`config.mk`:
```
export PLATFORM = sky130hd
export DESIGN_NAME = regfile_write_arbiter
export DESIGN_NICKNAME = d
export VERILOG_FILES = /design/src/rtl/regwr_pkg.sv /design/src/rtl/regfile_write_arbiter_picker.sv /design/src/rtl/regfile_write_arbiter.sv
export SDC_FILE = /design/constraint.sdc
export NUM_CORES = 1
export LEC_CHECK = 0
export BUFFER_PORTS_ARGS = -buffer_cell sky130_fd_sc_hd__buf_2
export CELL_PAD_IN_SITES_DETAIL_PLACEMENT = 1
export CELL_PAD_IN_SITES_GLOBAL_PLACEMENT = 2
export CORE_MARGIN = 2
export CORE_UTILIZATION = 25
export DETAILED_ROUTE_END_ITERATION = 10
export GPL_TIMING_DRIVEN = 0
export PLACE_DENSITY = 0.93
export SETUP_SLACK_MARGIN = 0.02
export SYNTH_ARGS = -nofsm -noshare
export SYNTH_HDL_FRONTEND = slang
export SYNTH_SLANG_ARGS = --single-unit
```
`constraint.sdc`:
```
create_clock -name CLK -period 3.2 [get_ports CLK]
set_input_delay 0.16 -clock CLK [delete_from_list [all_inputs] [get_ports CLK]]
set_output_delay 0.16 -clock CLK [all_outputs]
set_load 0.02 [all_outputs]
```
`src/rtl/regwr_pkg.sv`:
```
// Shared definitions for the register-bank write arbiter: counter width and
// the round-robin pointer update rule.
package regwr_pkg;

    localparam int WR_CNT_W = 16;

    // Next round-robin pointer: one past the winner, or unchanged when
    // nobody won (win < 0).
    function automatic int rr_next(input int ptr, input int win, input int nreq);
        if (win < 0) begin
            return ptr;
        end
        return (win + 1) % nreq;
    endfunction

endpackage

```
`src/rtl/regfile_write_arbiter_picker.sv`:
```
// Combinational round-robin picker: scans the eligibility vector upward from
// the pointer with wrap-around and returns the first hit as a one-hot vector.
module rr_priority_picker #(
    parameter int NREQ = 4,
    parameter int PW   = 2
) (
    input  logic [NREQ-1:0] elig,
    input  logic [PW-1:0]   ptr,
    output logic [NREQ-1:0] win,
    output logic            found
);

    logic [PW:0] idx;

    // First eligible requester at or after ptr, modulo NREQ.
    always_comb begin
        win   = '0;
        found = 1'b0;
        idx   = '0;
        for (int i = 0; i < NREQ; i++) begin
            idx = {1'b0, ptr} + (PW+1)'(i);
            if (idx >= (PW+1)'(NREQ)) begin
                idx = idx - (PW+1)'(NREQ);
            end
            if (!found && elig[idx[PW-1:0]]) begin
                win[idx[PW-1:0]] = 1'b1;
                found            = 1'b1;
            end
        end
    end

endmodule

```
`src/rtl/regfile_write_arbiter.sv`:
```
// Round-robin arbiter for the single write port of the register bank.
// Picks one requester per cycle, registers grant/address/data into one output
// stage and drives exactly one active-low per-register write enable.
// Optional build macro: REGFILE_ZERO_PROTECT_EN makes register 0 read-only
// (writes to it are granted but never reach the bank).
module regfile_write_arbiter
    import regwr_pkg::*;
#(
    parameter int N    = 32,
    parameter int NREQ = 4,
    parameter int NREG = 16
) (
    input  logic                      CLK,
    input  logic                      RST,
    input  logic [NREQ-1:0]           REQ,
    input  logic [NREQ*$clog2(NREG)-1:0] REQ_ADDR,
    input  logic [NREQ*N-1:0]         REQ_WD,
    output logic [NREQ-1:0]           GNT,
    output logic [NREG-1:0]           WE_N,
    output logic [N-1:0]              WD_OUT,
    output logic                      WR_VALID,
    output logic [WR_CNT_W-1:0]       WR_CNT
);

    localparam int AW = $clog2(NREG);
    localparam int PW = $clog2(NREQ);

    typedef struct packed {
        logic [NREQ-1:0] gnt;
        logic [AW-1:0]   addr;
        logic [N-1:0]    wd;
        logic            valid;
    } stage_t;

    stage_t              stage_p0;
    stage_t              stage_nxt;
    logic [PW-1:0]       ptr_p0;
    logic [PW-1:0]       ptr_nxt;
    logic [WR_CNT_W-1:0] cnt_p0;

    logic [NREQ-1:0] elig;
    logic [NREQ-1:0] win;
    logic            found;
    logic [PW-1:0]   win_idx;
    logic [AW-1:0]   sel_addr;
    logic [N-1:0]    sel_wd;
    logic            addr_ok;

    // A requester granted last cycle is masked so one held request is
    // never written twice.
    assign elig = REQ & ~stage_p0.gnt;

    rr_priority_picker #(
        .NREQ (NREQ),
        .PW   (PW)
    ) u_picker (
        .elig  (elig),
        .ptr   (ptr_p0),
        .win   (win),
        .found (found)
    );

    // Select the winner's address/data and build the next output stage.
    always_comb begin
        win_idx = '0;
        for (int i = 0; i < NREQ; i++) begin
            if (win[i]) begin
                win_idx = PW'(i);
            end
        end
        sel_addr = REQ_ADDR[int'(win_idx)*AW +: AW];
        sel_wd   = REQ_WD[int'(win_idx)*N +: N];
`ifdef REGFILE_ZERO_PROTECT_EN
        addr_ok  = ({1'b0, sel_addr} < (AW+1)'(NREG)) && (sel_addr != '0);
`else
        addr_ok  = ({1'b0, sel_addr} < (AW+1)'(NREG));
`endif
        stage_nxt.gnt   = win;
        stage_nxt.addr  = found ? sel_addr : stage_p0.addr;
        stage_nxt.wd    = found ? sel_wd : stage_p0.wd;
        stage_nxt.valid = found && addr_ok;
        ptr_nxt = PW'(rr_next(int'(ptr_p0), found ? int'(win_idx) : -1, NREQ));
    end

    // Output stage, pointer and write counter; reset drops any winner
    // chosen in the same cycle.
    always_ff @(posedge CLK) begin
        if (RST) begin
            stage_p0 <= '0;
            ptr_p0   <= '0;
            cnt_p0   <= '0;
        end else begin
            stage_p0 <= stage_nxt;
            ptr_p0   <= ptr_nxt;
            if (stage_nxt.valid) begin
                cnt_p0 <= cnt_p0 + WR_CNT_W'(1);
            end
        end
    end

    // One-hot active-low enable decoded from registered state only; the bank
    // samples on the clock edge so decode settling is harmless.
    always_comb begin
        WE_N = '1;
        for (int r = 0; r < NREG; r++) begin
            WE_N[r] = !(stage_p0.valid && (stage_p0.addr == AW'(r)));
        end
    end

    assign GNT      = stage_p0.gnt;
    assign WD_OUT   = stage_p0.wd;
    assign WR_VALID = stage_p0.valid;
    assign WR_CNT   = cnt_p0;

endmodule
```
# Word-level counts from Yosys, hierarchy flattened
# Cells that the tools add are included.
# totals
output_inout_bits	69
word_cells	129
reg_bits	59
input_bits	150
# op_classes
n_reduce_logical	43
order_cmp	13
addsub	9
eq_ne	16
bitwise_logic	5
shifts	2
n_mux	35
# ops
cell	count
$shiftx 128x8->32	1
$add 32x2->32 const B	1
$eq 4x4->1 const B	8
$lt 32x1->1 const B	1
$mux 32	1
$logic_and 1x1->1	23
$logic_not 1->1	19
$add 16x1->16 const B	1
$eq 4x3->1 const B	4
$mux 2	8
$mux 4	4
$shiftx 16x5->4	1
$mux 1	14
$lt 2x3->1 const B	4
$or 4x4->4	3
$ge 3x3->1 const B	3
$bmux 1 s2	4
$demux 1 s2	4
$eq 4x2->1 const B	2
$ge 2x1->1 const B	4
$sub 2x1->2 const B	4
$add 2x2->3 const B	2
$and 4x4->4	1
$eq 4x1->1 const B	1
5 further kinds	5

# Depth between registers and ports, before layout
# logic_depth
word_depth	21
depth_mapped	13
depth_no_buf	9

# Modules after synthesis
# A second synthesis with hierarchy kept.
# unflattened
cells_unflattened	515
hier_area_um2	4277.9
# by_module_without_submodules
module	cells_each	n_inst	area_each_um2	seq_area_each_um2
regfile_write_arbiter	453	1	3769.9	1181.1
rr_priority_picker	62	1	508.0	0.0

# Worst setup path after synthesis
# No wires, ideal clock.
# synth_path
path_type	flip-flop to flip-flop
from	register ptr_p0[0]
to	register stage_p0 (netlist bit WD_OUT[20])
stages_incl_launch_ff	12
synth_period_minus_slack_ns	2.976
path_buffers	3
setup_slack_ns	0.224
t_arrival_ns	2.847
t_required_ns	3.071
setup_time_ns	0.129
cell_sequence	dfxtp_1 buf_2 inv_1 ha_1 or3_4 a2111oi_4 o21ai_1 and3_1 buf_6 buf_12 a2111oi_4 a211oi_1
# synth_between
elab_chain_cells	18
elab_cells_between_ends	64
classes_between	7 x add/sub; 12 x order compare; 1 x shift; 31 x mux; 3 x bitwise; 10 x reduce/logical
# synth_lines
element	line_no	rtl
from (decl)	regfile_write_arbiter.sv:37	logic [PW-1:0] ptr_p0;
from (signal assigned)	regfile_write_arbiter.sv:94	ptr_p0 <= ptr_nxt;
branches (longest 18 deep; another with $add 2x1->3)	--	
to (signal assigned)	regfile_write_arbiter.sv:93	stage_p0 <= stage_nxt;
to (decl)	regfile_write_arbiter.sv:35	stage_t stage_p0;
# Several ways; the timed one is not identified. The select of a mux whose other input is x is not followed.
# A chain may end at the register's enable or synchronous reset.

# Worst setup path in the final report
# layout_path
from	register ptr_p0[0]
to	register stage_p0 (netlist bit WD_OUT[16])
# The elaborated chain is that of the path after synthesis.

==> flow_summary.ini <==
[run_status]
outcome = finished, final reports clean

[floorplanning]
row_count = 48
die_w_um = 136
num_io_pins = 219
die_y_um = 136
initial_core_util_pct = 25.5
core_um2 = 17200
die_area_um2 = 18600

[power]
power_frac_seq_pct = 21.1
leakage_nw = 2.73
total_power_mw = 5.79
p_sw_mw = 2.66
swShare_pct = 45.9
pwr-share-clk_pct = 17.8
p_int_mw = 3.13
power.density_nw_per_um2 = 937
p_comb_share_pct = 61.1
ir_drop_uv = 422

[detailed_routing]
drt_pre_antenna_iters = 5
ant_nets = 0
top_layer_used = met5
dr_wl_met2_mm = 8.56
viasPerCell = 4.99
drt-initial-drc-count = 167
m1WireLength_mm = 7.51
drc = 0
drt-total-wl_mm = 17.6
vias = 5001
wire_per_inst_um = 17.5
routed-wl-met3_mm = 1.12

[grt]
grt_pass1_vias = 5035
overflow = 0
grt_pass1_wl_mm = 27.1
grt_max_degree = 14
antenna_found_initial = 3
grt_usage_pct = 18.8

[sta]
fin_crit_sh_pct = 96.0
finalHoldViolCount = 0
rsz0062_at_grt = yes
worst_pin_slew_ps = 669
drv_slew = 0
finalCriticalPeriod_ps = 3070
fin_skew_ps = 7.16
maxSlewHeadroom_pct = 55.4
setup_viol = 0
fmax_mhz = 325

[yosys]
yosysUniqueCellTypes = 48
synth_area_um2 = 4370
syn_nets = 699
ys_async_sr_fraction_pct = 0
synth-edff-count = 0
syn_area_per_cell_um2 = 8.08
syn_inst = 541
yosysSeqAreaShare_pct = 27.0
synth_top_flop_cell = dfxtp_1
synth-seq-cells = 59
ys_warn_count = 0

[placement]
gp_congestion = 0.820
place_hpwl_mm = 13.5
port_buffers = 217
dp.cells = 983

[cts]
numCtsBuffers = 9
tritoncts = yes
cts_root_buf = clkbuf_16
clk_pin_slew_worst_paths_ps = 60
insertion_delay_ps = 340
htree_levels = 3
clk_path_buf_depth = 2
holdBufCountCts = 0
cts.sinks = 59

[worst_setup_path]
cp_top_family = buffers and inverters
cp_num_buf_inv = 6
path_cells = buf_6 > clkinvlp_4 > ha_4 > or3_4 > a2111oi_4 > buf_4 > o21ai_2 > and3_1 > buf_6 > buf_12 > buf_8 > mux2i_1 > o211ai_1
critical_path.max_stage_delay_ps = 400
cp.arrival_ps = 3290
end_kind = register
path_max_fanout = 10
cp-startpoint = ptr_p0[0]
crit_top_cell = buf_6
cp_slowest_cell = or3_4
rr_worst_depth = 13
path_depth = 13
worstSetupStartpointType = register
required_ps = 3420
r2r-start = ptr_p0[0]
path_class = register to register

[layout]
fillers = 2211
area_growth_pct = 41.3
nets = 930
drive_above_1_share_pct = 40.5
final_cells = 1003

[min_path]
hold_depth = 3
min_from = REQ_WD[64]
worstHoldPathType = primary input to register

[run]
cap_violations = 0
-- worst paths after layout --
kind / slack, ps / end
max: 130 / WD_OUT[16]
min: 70 / WD_OUT[0]
max reg2reg: 130 / WD_OUT[16]
min reg2reg: 510 / WR_CNT[1]
-- worst min-delay path, delay by kind of cell --
kind / cells / cell delay [ps]
and+or+nand+nor: 1 / 50
buffers and inverters: 1 / 70
AOI/OAI and AO/OA: 1 / 80
-- power by group through the flow --
stage	clock, mW	combinational, mW	sequential, mW
floorplan	0	2.46	1.17
global placement	0	3.39	1.21
detailed placement	0	3.43	1.22
CTS	1.06	3.56	1.21
global route	1.09	3.87	1.25
finish	1.03	3.54	1.22
-- kinds of logic (layout without fill, tap and decap cells) --
logic type	Yosys count	in the layout	share of synthesized area [%]
adders and majority gates	8	8	2.29
DFF	59	59	27.0
xor gates and xnor gates	12	12	2.40
and+or+nand+nor	171	171	19.6
other	0	1	0
buffers and inverters	86	322	11.8
muxes	37	37	8.76
AOI/OAI and AO/OA	168	168	28.2
-- stage by stage --
stage	hold WS (ps)	TNS (ps)	util [%]	setup slack [ps]	instance area, um^2
after global routing	74.0	0	36.0	14.5	6180
after detailed placement	411	-14910	33.4	-503	5740
after CTS	53.4	0	35.7	46.2	6130
final	65.9	0	36.0	127	6180
after global placement	407	-14960	33.4	-505	5740
after floorplan	320	0	-	224	4370
-- layout by cell type, fill, tap and decap left out, drive strengths merged, types with 2 or more instances in the layout --
cell type  synthesis  routed
clkinvlp           0       2
inv                5       8
nand3             48      48
xnor2              3       3
or3                5       5
nor4               3       3
dfxtp             59      59
a211o             36      36
xor2               9       9
o211ai            71      71
nor3               2       2
ha                 8       8
nor4b              2       2
a2111oi            2       2
nor2b              6       6
clkbuf            29      40
nor2              21      21
o21ai              6       6
a31oi              2       2
mux2i             36      36
buf               52     270
a22oi              4       4
nand2             59      59
nand4              7       7
a21oi             41      41
nor4bb             3       3
nand2b             5       5
and3               6       6
-- layout make-up --
type,count,area [um^2],area share (%)
Multi-Input combinational cell,396,2750,44.5
Sequential cell,59,1190,19.2
Timing Repair Buffer,220,1110,17.9
Buffer,81,519,8.41
Tap cell,225,282,4.56
Clock buffer,9,225,3.65
Clock inverter,7,81.3,1.32
Inverter,5,22.5,0.365
Antenna cell,1,2.50,0.0405
-- what timing repair did --
action,CTS,global route
endpoints found under the setup margin,39,38
gates cloned,0,0
buffers inserted,2,1
pin swaps,3,2
gates resized for setup,17,15
-- cell usage after synthesis (all sizes together) (2+ instances only) --
master / n / area (um^2)
nor3: 2 / 15.0
and3: 6 / 37.5
nand3: 48 / 240
o21ai: 6 / 30.0
nor2b: 6 / 37.5
or3: 5 / 36.3
nand2b: 5 / 38.8
a21oi: 41 / 209
xnor2: 3 / 26.3
o211ai: 71 / 533
a22oi: 4 / 30.0
nor2: 21 / 78.8
a31oi: 2 / 12.5
mux2i: 36 / 360
nand2: 59 / 221
nor4bb: 3 / 30.0
a211o: 36 / 315
clkbuf: 29 / 109
inv: 5 / 18.8
ha: 8 / 100
buf: 52 / 387
a2111oi: 2 / 55.1
xor2: 9 / 78.8
nand4: 7 / 43.8
nor4b: 2 / 17.5
dfxtp: 59 / 1180
nor4: 3 / 25.0
-- routing by layer --
metal | GRT usage (%) | up-vias
met2 | 32.2 | 158
met3 | 4.47 | 26
li1 | - | 2449
met5 | 0 | -
met4 | 5.73 | 2
met1 | 23.3 | 2366
-- registers in the layout, indices dropped and copies added, names as in the netlist --
name,flops
GNT,4
WD_OUT,32
WR_CNT,16
WR_VALID,1
ptr_p0,2
stage_p0,4
No activity file was read; power rests on OpenSTA's default activity.
